## src/rtl/present_round_iterator.sv

```systemverilog
// Iterated 12-bit mini-PRESENT round controller: holds cipher state and round key,
// feeds an external sbox/key-add stage and applies the bit permutation each round.
module present_round_iterator #(
    parameter int ROUNDS = 8
) (
    input  logic        clock,
    input  logic        reset,
    input  logic        io_in_valid,
    output logic        io_in_ready,
    input  logic [11:0] io_in_state,
    input  logic [11:0] io_in_key,
    output logic [11:0] io_sbox_state,
    output logic [11:0] io_sbox_key,
    input  logic [11:0] io_sbox_out,
    output logic        io_out_valid,
    input  logic        io_out_ready,
    output logic [11:0] io_out_data,
    output logic        io_busy,
    output logic [3:0]  io_round
);

    if (ROUNDS < 1 || ROUNDS > 15) begin : g_bad_rounds
        $error("present_round_iterator: ROUNDS must lie in 1..15");
    end

    localparam logic [3:0] LAST_CNT = 4'(ROUNDS - 1);

    typedef enum logic [1:0] {
        IDLE = 2'd0,
        RUN  = 2'd1,
        DONE = 2'd2
    } fsm_t;

    fsm_t        fsm_r;
    logic [11:0] state_r;
    logic [11:0] key_r;
    logic [3:0]  cnt_r;
    logic        idle_r;
    logic        busy_r;
    logic        done_r;

    logic [11:0] perm_s;
    logic [11:0] key_next_s;
    logic [3:0]  cnt_inc_s;

    // Bit permutation: input bit i lands on output bit (3*i mod 11); bit 11 is fixed.
    function automatic logic [11:0] perm12(input logic [11:0] x);
        return {x[11], x[7], x[3], x[10], x[6], x[2],
                x[9],  x[5], x[1], x[8],  x[4], x[0]};
    endfunction

    // Next-round values derived from the stage output and the current key/counter.
    always_comb begin
        cnt_inc_s  = cnt_r + 4'd1;
        perm_s     = perm12(io_sbox_out);
        key_next_s = {key_r[6:0], key_r[11:7]} ^ {8'd0, cnt_inc_s};
    end

    // Round FSM with datapath registers and registered control flags.
    always_ff @(posedge clock) begin
        if (!reset) begin
            fsm_r   <= IDLE;
            state_r <= 12'd0;
            key_r   <= 12'd0;
            cnt_r   <= 4'd0;
            idle_r  <= 1'b1;
            busy_r  <= 1'b0;
            done_r  <= 1'b0;
        end else begin
            case (fsm_r)
                IDLE: begin
                    if (io_in_valid) begin
                        state_r <= io_in_state;
                        key_r   <= io_in_key;
                        cnt_r   <= 4'd0;
                        fsm_r   <= RUN;
                        idle_r  <= 1'b0;
                        busy_r  <= 1'b1;
                    end else begin
                        fsm_r   <= IDLE;
                    end
                end
                RUN: begin
                    state_r <= perm_s;
                    key_r   <= key_next_s;
                    cnt_r   <= cnt_inc_s;
                    if (cnt_r == LAST_CNT) begin
                        fsm_r  <= DONE;
                        busy_r <= 1'b0;
                        done_r <= 1'b1;
                    end else begin
                        fsm_r  <= RUN;
                    end
                end
                DONE: begin
                    // Ciphertext held in state_r until the consumer takes it.
                    if (io_out_ready) begin
                        fsm_r  <= IDLE;
                        done_r <= 1'b0;
                        idle_r <= 1'b1;
                    end else begin
                        fsm_r  <= DONE;
                    end
                end
                default: begin
                    fsm_r  <= IDLE;
                    idle_r <= 1'b1;
                    busy_r <= 1'b0;
                    done_r <= 1'b0;
                end
            endcase
        end
    end

    assign io_in_ready   = idle_r & reset;
    assign io_busy       = busy_r;
    assign io_out_valid  = done_r;
    assign io_sbox_state = state_r;
    assign io_sbox_key   = key_r;
    assign io_out_data   = state_r;
    assign io_round      = cnt_r;

endmodule

```

## config.mk

```make
export PLATFORM = sky130hd
export DESIGN_NAME = present_round_iterator
export DESIGN_NICKNAME = d
export VERILOG_FILES = /design/src/rtl/present_round_iterator.sv
export SDC_FILE = /design/constraint.sdc
export NUM_CORES = 1
export LEC_CHECK = 0
export CORE_ASPECT_RATIO = 1.1
export CORE_MARGIN = 2
export CORE_UTILIZATION = 35
export CTS_CLUSTER_SIZE = 10
export DETAILED_ROUTE_END_ITERATION = 12
export PLACE_DENSITY = 0.82
export SETUP_SLACK_MARGIN = 0.05
export SLEW_MARGIN = 10
export SYNTH_ARGS = -nofsm -noshare
export SYNTH_HDL_FRONTEND = slang
export SYNTH_SLANG_ARGS = --single-unit
```

## constraint.sdc

```tcl
create_clock -name clock -period 1.49 [get_ports clock]
set_input_delay 0.298 -clock clock [delete_from_list [all_inputs] [get_ports clock]]
set_output_delay 0.298 -clock clock [all_outputs]
set_load 0.05 [all_outputs]
```

==> results.toml, run 1 <==
[run_status]
status = "completed"

[routing]
vias = 1537
drc_errors = 0
ant_nets = 0
dr.pass1.iters = 4
wl_per_cell_um = 14.9
viasPerCell = 5.04
drt_iter0_markers = 59
wirelength_um = 4550

[critical_path]
crit_type = "input pin to flop"
required_ps = 1700
r2r-end = "io_out_data[5]$_SDFFE_PN0P_"
crit_path_cell_trace = "clkdlybuf4s50_1 > nor3b_1 > a22oi_1 > o22ai_1"
cp.arrival_ps = 1520
cp_num_cells = 4
path_max_fanout = 3
path_delay_family = "buffers and inverters"
start_kind = "input pin"
endpoint_kind = "flop"
critPathSlowestCell = "clkdlybuf4s50_1"
crit_buf_inv = 1
max_stage_delay_ps = 530
r2r-start = "fsm_r[0]$_SDFF_PN0_"
rrSetupSlack_ps = 210
rr_worst_depth = 5

[min_path]
holdCritStartpoint = "reset"
hold_depth = 3
hp-class = "input pin to flop"
whs_endpoint = "io_sbox_key[3]$_SDFFE_PN0P_"

[yosys]
synth_fp_nets = 212
seq_area_frac_synth_pct = 36.6
synth_area_leaders = "dfxtp_1 (37%), a211oi_2 (15%), mux2i_1 (13%), buf_4 (5.8%), nor2_1 (5.2%)"
synth_enable_flop_cells = 0
synth_area_um2 = 1800
synth_cell_types = 34
synth_top_area_share_pct = 36.6
avgSynthCellArea_um2 = 10.6
ys.flop_type = "dfxtp_1"
synth_top_area_cell = "dfxtp_1"
synth_warnings = 0
synthArstFlopShare_pct = 0
synthCells = 171
ys_seq_elements = 33
yosysMostFrequentCell = "dfxtp_1"
synth_common_cells = "dfxtp_1 (33), nor2_1 (25), mux2i_1 (23), a211oi_2 (21), buf_4 (14)"

[timing]
hold_violations = 0
fin_ws_ps = 174
slew_viol_final = 0
tightest_slew_ps = 442
timing.setup.tns_ps = 0
slew_headroom_pct = 70.5
finalCritPeriodShare_pct = 88.3
min_period_ps = 1320
finalSetupViolCount = 0
clock_skew_ps = 5.64
fmax_ghz = 0.760
rsz0062_at_grt = "no"

[cts]
cts_buffers = 5
path_clk_slew_ps = 60
clock_latency_ps = 280
htree_levels = 2
cts_buffer_depth = 2
ctsHoldBuffers = 0
cts_root_buf = "clkbuf_8"
clock_sinks = 33
cts_tree = "done"

[cells_and_area]
drive_above_1_share_pct = 36.4
antenna_cells = 0
design_area_um2 = 3130
syn_to_final_growth_pct = 73.6
nFillCells = 372
final_nets = 288

[global_routing]
gr-total-overflow = 0
use_met3_pct = 3.30
grt.busiest_layer = "met2"
antenna_found_initial = 0
grt_pass1_vias = 1542
grtUsageMet2_pct = 28.9
grt_use_met1_pct = 19.6
track_usage_pct = 16.7
grt_max_degree = 24
grt_first_pass_wirelength_um = 7530

[placement]
gp_congestion = 0.836
dp_slack_ps = -99.4
io_buffers = 82
place_area_um2 = 3040
hpwlAfterDp_um = 3570

[floorplanning]
die_w_um = 72.5
core_area_um2 = 5000
ios = 83
die_h_um = 79.3
start_util_pct = 36.1
rows = 27
die-area_um2 = 5750

[pwr]
ir_drop_v = 0.000591
cellLeakagePower_uw = 0.00125
cellPowerDensity_nw_per_um2 = 930

[flow_run]
max_cap_violations = 0
## state kept, by name (all words and copies together) (netlist names)
register	count
io_busy	1
io_sbox_key	12
io_out_valid	1
fsm_r	2
idle_r	1
io_round	4
io_out_data	12
## kinds of logic (layout without fill, tap and decap cells)
logic type / Yosys count / after routing / share of synthesized area, %
compound gates: 41 / 41 / 22.8
simple gates: 41 / 41 / 10.3
flops: 33 / 33 / 36.6
buf+inv: 27 / 103 / 13.5
mux: 23 / 23 / 12.8
xor+xnor: 5 / 5 / 3.26
fa+ha+maj: 1 / 1 / 0.693
## repair_timing
item,CTS,global route
endpoints found under the hold margin,0,0
resized for setup,2,1
buffers inserted,0,0
endpoints found under the setup margin,1,1
## worst register-to-register path, stage by stage, from the launching register on
cell and delay [ps]:
dfxtp_1 370, buf_4 180, o21ba_4 200, buf_12 180, nor2_1 70, a211oi_2 210
## cell type report
type	count	area (µm²)	area share, %
timing repair buffer	95	1400	44.6
multi-input combinational	111	908	29.0
sequential	33	663	21.2
clock buffer	7	86.3	2.76
tap	58	72.6	2.32
inverter	1	3.75	0.120
## per-layer routing
layer,vias up,wire [µm]
li1,743,-
met1,724,1730
met2,61,2460
met3,9,274
met4,0,87
met5,-,0
## cell usage in the layout, fill, tap and decap left out, types with 2 or more instances in the layout
master           instances
dfxtp_2                  2
a32o_1                   2
buf_12                  47
nor3b_1                  2
xnor2_1                  3
o21a_1                   2
nand2_1                  8
a21oi_1                  4
clkbuf_8                 6
dfxtp_1                 31
o21ai_0                  3
a22oi_1                  2
a211oi_2                21
mux2i_1                 23
buf_4                    9
nor2_1                  25
clkdlybuf4s50_1         38
## worst max-delay path by stage
stage / from / to / slack [ps]
2_1_floorplan: io_sbox_key[9]$_SDFFE_PN0P_ / io_sbox_key[2]$_SDFFE_PN0P_ / 50
3_3_place_gp: io_in_valid / io_out_data[5]$_SDFFE_PN0P_ / -50
3_5_place_dp: io_in_valid / io_out_data[5]$_SDFFE_PN0P_ / -100
4_1_cts: fsm_r[1]$_SDFF_PN0_ / io_out_data[5]$_SDFFE_PN0P_ / 170
5_1_grt: fsm_r[0]$_SDFF_PN0_ / io_out_data[5]$_SDFFE_PN0P_ / 100
6_report: io_in_valid / io_sbox_key[3]$_SDFFE_PN0P_ / 170
## where the power goes
group          leakage, µW  internal [µW]  switching, µW
clock network    0.0000443            366            300
registers         0.000274            955            109
logic             0.000932            609            573
total              0.00125           1930            983
## per-stage QoR
step | utilization [%] | power, µW | instances | hold slack [ps]
floorplan | - | 1700 | 171 | 465
global placement | 60.8 | 2250 | 298 | 484
detailed placement | 60.8 | 2270 | 298 | 490
CTS | 62.5 | 2940 | 305 | 459
global route | 62.6 | 3030 | 305 | 486
finish | 62.6 | 2910 | 305 | 475
No activity file was read; power rests on OpenSTA's default activity.
==> run 2: changes to the inputs <==
--- a/config.mk
+++ b/config.mk
@@ -10,6 +10,7 @@
 export CORE_UTILIZATION = 35
 export CTS_CLUSTER_SIZE = 10
 export DETAILED_ROUTE_END_ITERATION = 12
+export GPL_ROUTABILITY_DRIVEN = 0
 export PLACE_DENSITY = 0.82
 export SETUP_SLACK_MARGIN = 0.05
 export SLEW_MARGIN = 10
==> results of run 2 <==
The final DEF is identical to that of run 1; final timing and power are the same.
==> run 3: changes to the inputs <==
--- a/config.mk
+++ b/config.mk
@@ -5,6 +5,7 @@
 export SDC_FILE = /design/constraint.sdc
 export NUM_CORES = 1
 export LEC_CHECK = 0
+export ABC_CLOCK_PERIOD_IN_PS = 1610
 export CORE_ASPECT_RATIO = 1.1
 export CORE_MARGIN = 2
 export CORE_UTILIZATION = 35
==> constraint.sdc (replaced) <==
create_clock -name clock -period 1.61 [get_ports clock]
set_input_delay 0.322 -clock clock [delete_from_list [all_inputs] [get_ports clock]]
set_output_delay 0.322 -clock clock [all_outputs]
set_load 0.1 [all_outputs]
==> run 3 against run 2 <==
  * Final cell count down 0.33%
  * Routed wire length decreased by 2.8%
  * Via count shrank 2.7%
  * Worst hold slack better by 35 ps
  * Cell area about the same
  * Worst setup slack got worse by 74 ps
  * Utilization is essentially flat
  * Critical path type is now input pin to output port
==> results.toml, run 3 (synthesized netlist as in run 1, its figures left out) <==
[routing]
drt_iter0_markers = 39
vias = 1495
viasPerCell = 4.92
drc_errors = 0
wirelength_um = 4430
wl_per_cell_um = 14.6
ant_nets = 0
dr.pass1.iters = 4

[cells_and_area]
ff_latch_area_um2 = 682
final_cell_mix = "buf_12 (46), clkdlybuf4s50_1 (39), nor2_1 (25)"
multi_input_area_um2 = 902
design_area_um2 = 3130
final_nets = 286
syn_to_final_growth_pct = 73.6
antenna_cells = 0
nFillCells = 381
drive_above_1_share_pct = 42.7
final_common_cell = "buf_12"

[run_status]
status = "completed"

[global_routing]
grt_pass1_vias = 1551
gr-total-overflow = 0
track_usage_pct = 16.4
grt_first_pass_wirelength_um = 7400
antenna_found_initial = 0
grt_max_degree = 25

[floorplanning]
die_h_um = 79.3
rows = 27
start_util_pct = 36.1
ios = 83
die-area_um2 = 5750
die_w_um = 72.5
core_area_um2 = 5000

[pwr]
ir_drop_v = 0.000643
cellLeakagePower_uw = 0.00124
cellPowerDensity_nw_per_um2 = 992

[cts]
clock_latency_ps = 280
ctsHoldBuffers = 0
cts_root_buf = "clkbuf_8"
htree_levels = 2
cts_buffer_depth = 2
cts_buffers = 5
path_clk_slew_ps = 70
cts_tree = "done"
clock_sinks = 33

[critical_path]
required_ps = 1290
crit_start = "reset"
rrSetupSlack_ps = 310
rr_worst_depth = 4
endpoint_kind = "output port"
crit_type = "input pin to output port"
r2r-start = "fsm_r[1]$_SDFF_PN0_"
path_max_fanout = 4
start_kind = "input pin"
cp.arrival_ps = 1190
r2r-end = "io_round[3]$_SDFFE_PN0P_"

[min_path]
hp-class = "flop to flop"
holdCritStartpoint = "io_busy$_SDFFE_PN0P_"
hold_depth = 2
whs_endpoint = "io_busy$_SDFFE_PN0P_"

[timing]
timing.setup.tns_ps = 0
clock_skew_ps = 1.86
rsz0062_at_grt = "no"
fmax_ghz = 0.662
tightest_slew_ps = 413
finalSetupViolCount = 0
slew_headroom_pct = 72.4
hold_violations = 0
finalCritPeriodShare_pct = 93.8
slew_viol_final = 0
min_period_ps = 1510

[placement]
place_area_um2 = 3030
hpwlAfterDp_um = 3430
io_buffers = 82

[flow_run]
max_cap_violations = 0
-- run 3: cell types whose count changed in the layout (fill, tap and decap cells not counted), sizes merged --
cell / change
clkinv: +1
buf: -2
dlygate4sd2: -1
clkdlybuf4s50: +1
-- run 3: how the worst max path moves through the flow --
stage                     slack, ps                           to  cells after the start
after global placement           60  io_sbox_key[6]$_SDFFE_PN0P_                      5
after floorplan                  40  io_sbox_key[1]$_SDFFE_PN0P_                      4
after global routing             60                  io_in_ready                      3
after detailed placement         20  io_sbox_key[3]$_SDFFE_PN0P_                      4
final                           100                  io_in_ready                      3
after CTS                        50                  io_in_ready                      3
-- run 3: cell type report --
cell class,count,area share [%]
Clock buffer,7,3.08
Clock inverter,1,0.160
Inverter,1,0.120
Multi-Input combinational cell,111,28.8
Sequential cell,33,21.8
Tap cell,58,2.32
Timing Repair Buffer,93,43.8
-- run 3: worst max-delay path, cell delays in order --
cell and delay (ps):
clkdlybuf4s50_1 530, and2_4 170, buf_12 160
-- run 3: timing repair --
item | in CTS | in global routing
gates resized for setup | 0 | 1
endpoints found under the setup margin | 0 | 1
buffers inserted | 0 | 0
-- run 3: per-stage QoR --
step                util, %  hold WS (ps)  total power (µW)  setup WS (ps)  instances
floorplan                 -           474              1920           39.4        171
global placement       60.6           500              2430           56.5        296
detailed placement     60.6           502              2450           17.8        296
CTS                    62.6           517              3140           53.9        304
global route           62.7           539              3230           59.5        304
finish                 62.7           510              3110           99.6        304
-- run 3: power by group --
| group | switching, µW | internal (µW) | leakage (µW) |
|---|---|---|---|
| clock | 299 | 386 | 0.0000542 |
| combinational | 864 | 563 | 0.000912 |
| sequential | 106 | 891 | 0.000279 |
| total | 1270 | 1840 | 0.00124 |
-- run 3: per-layer routing --
metal,routed length [µm],up-vias,GRT usage (%)
met4,40,0,5.19
met5,0,-,0
li1,-,744,-
met2,2220,58,28.0
met1,1880,688,20.0
met3,283,5,4.19
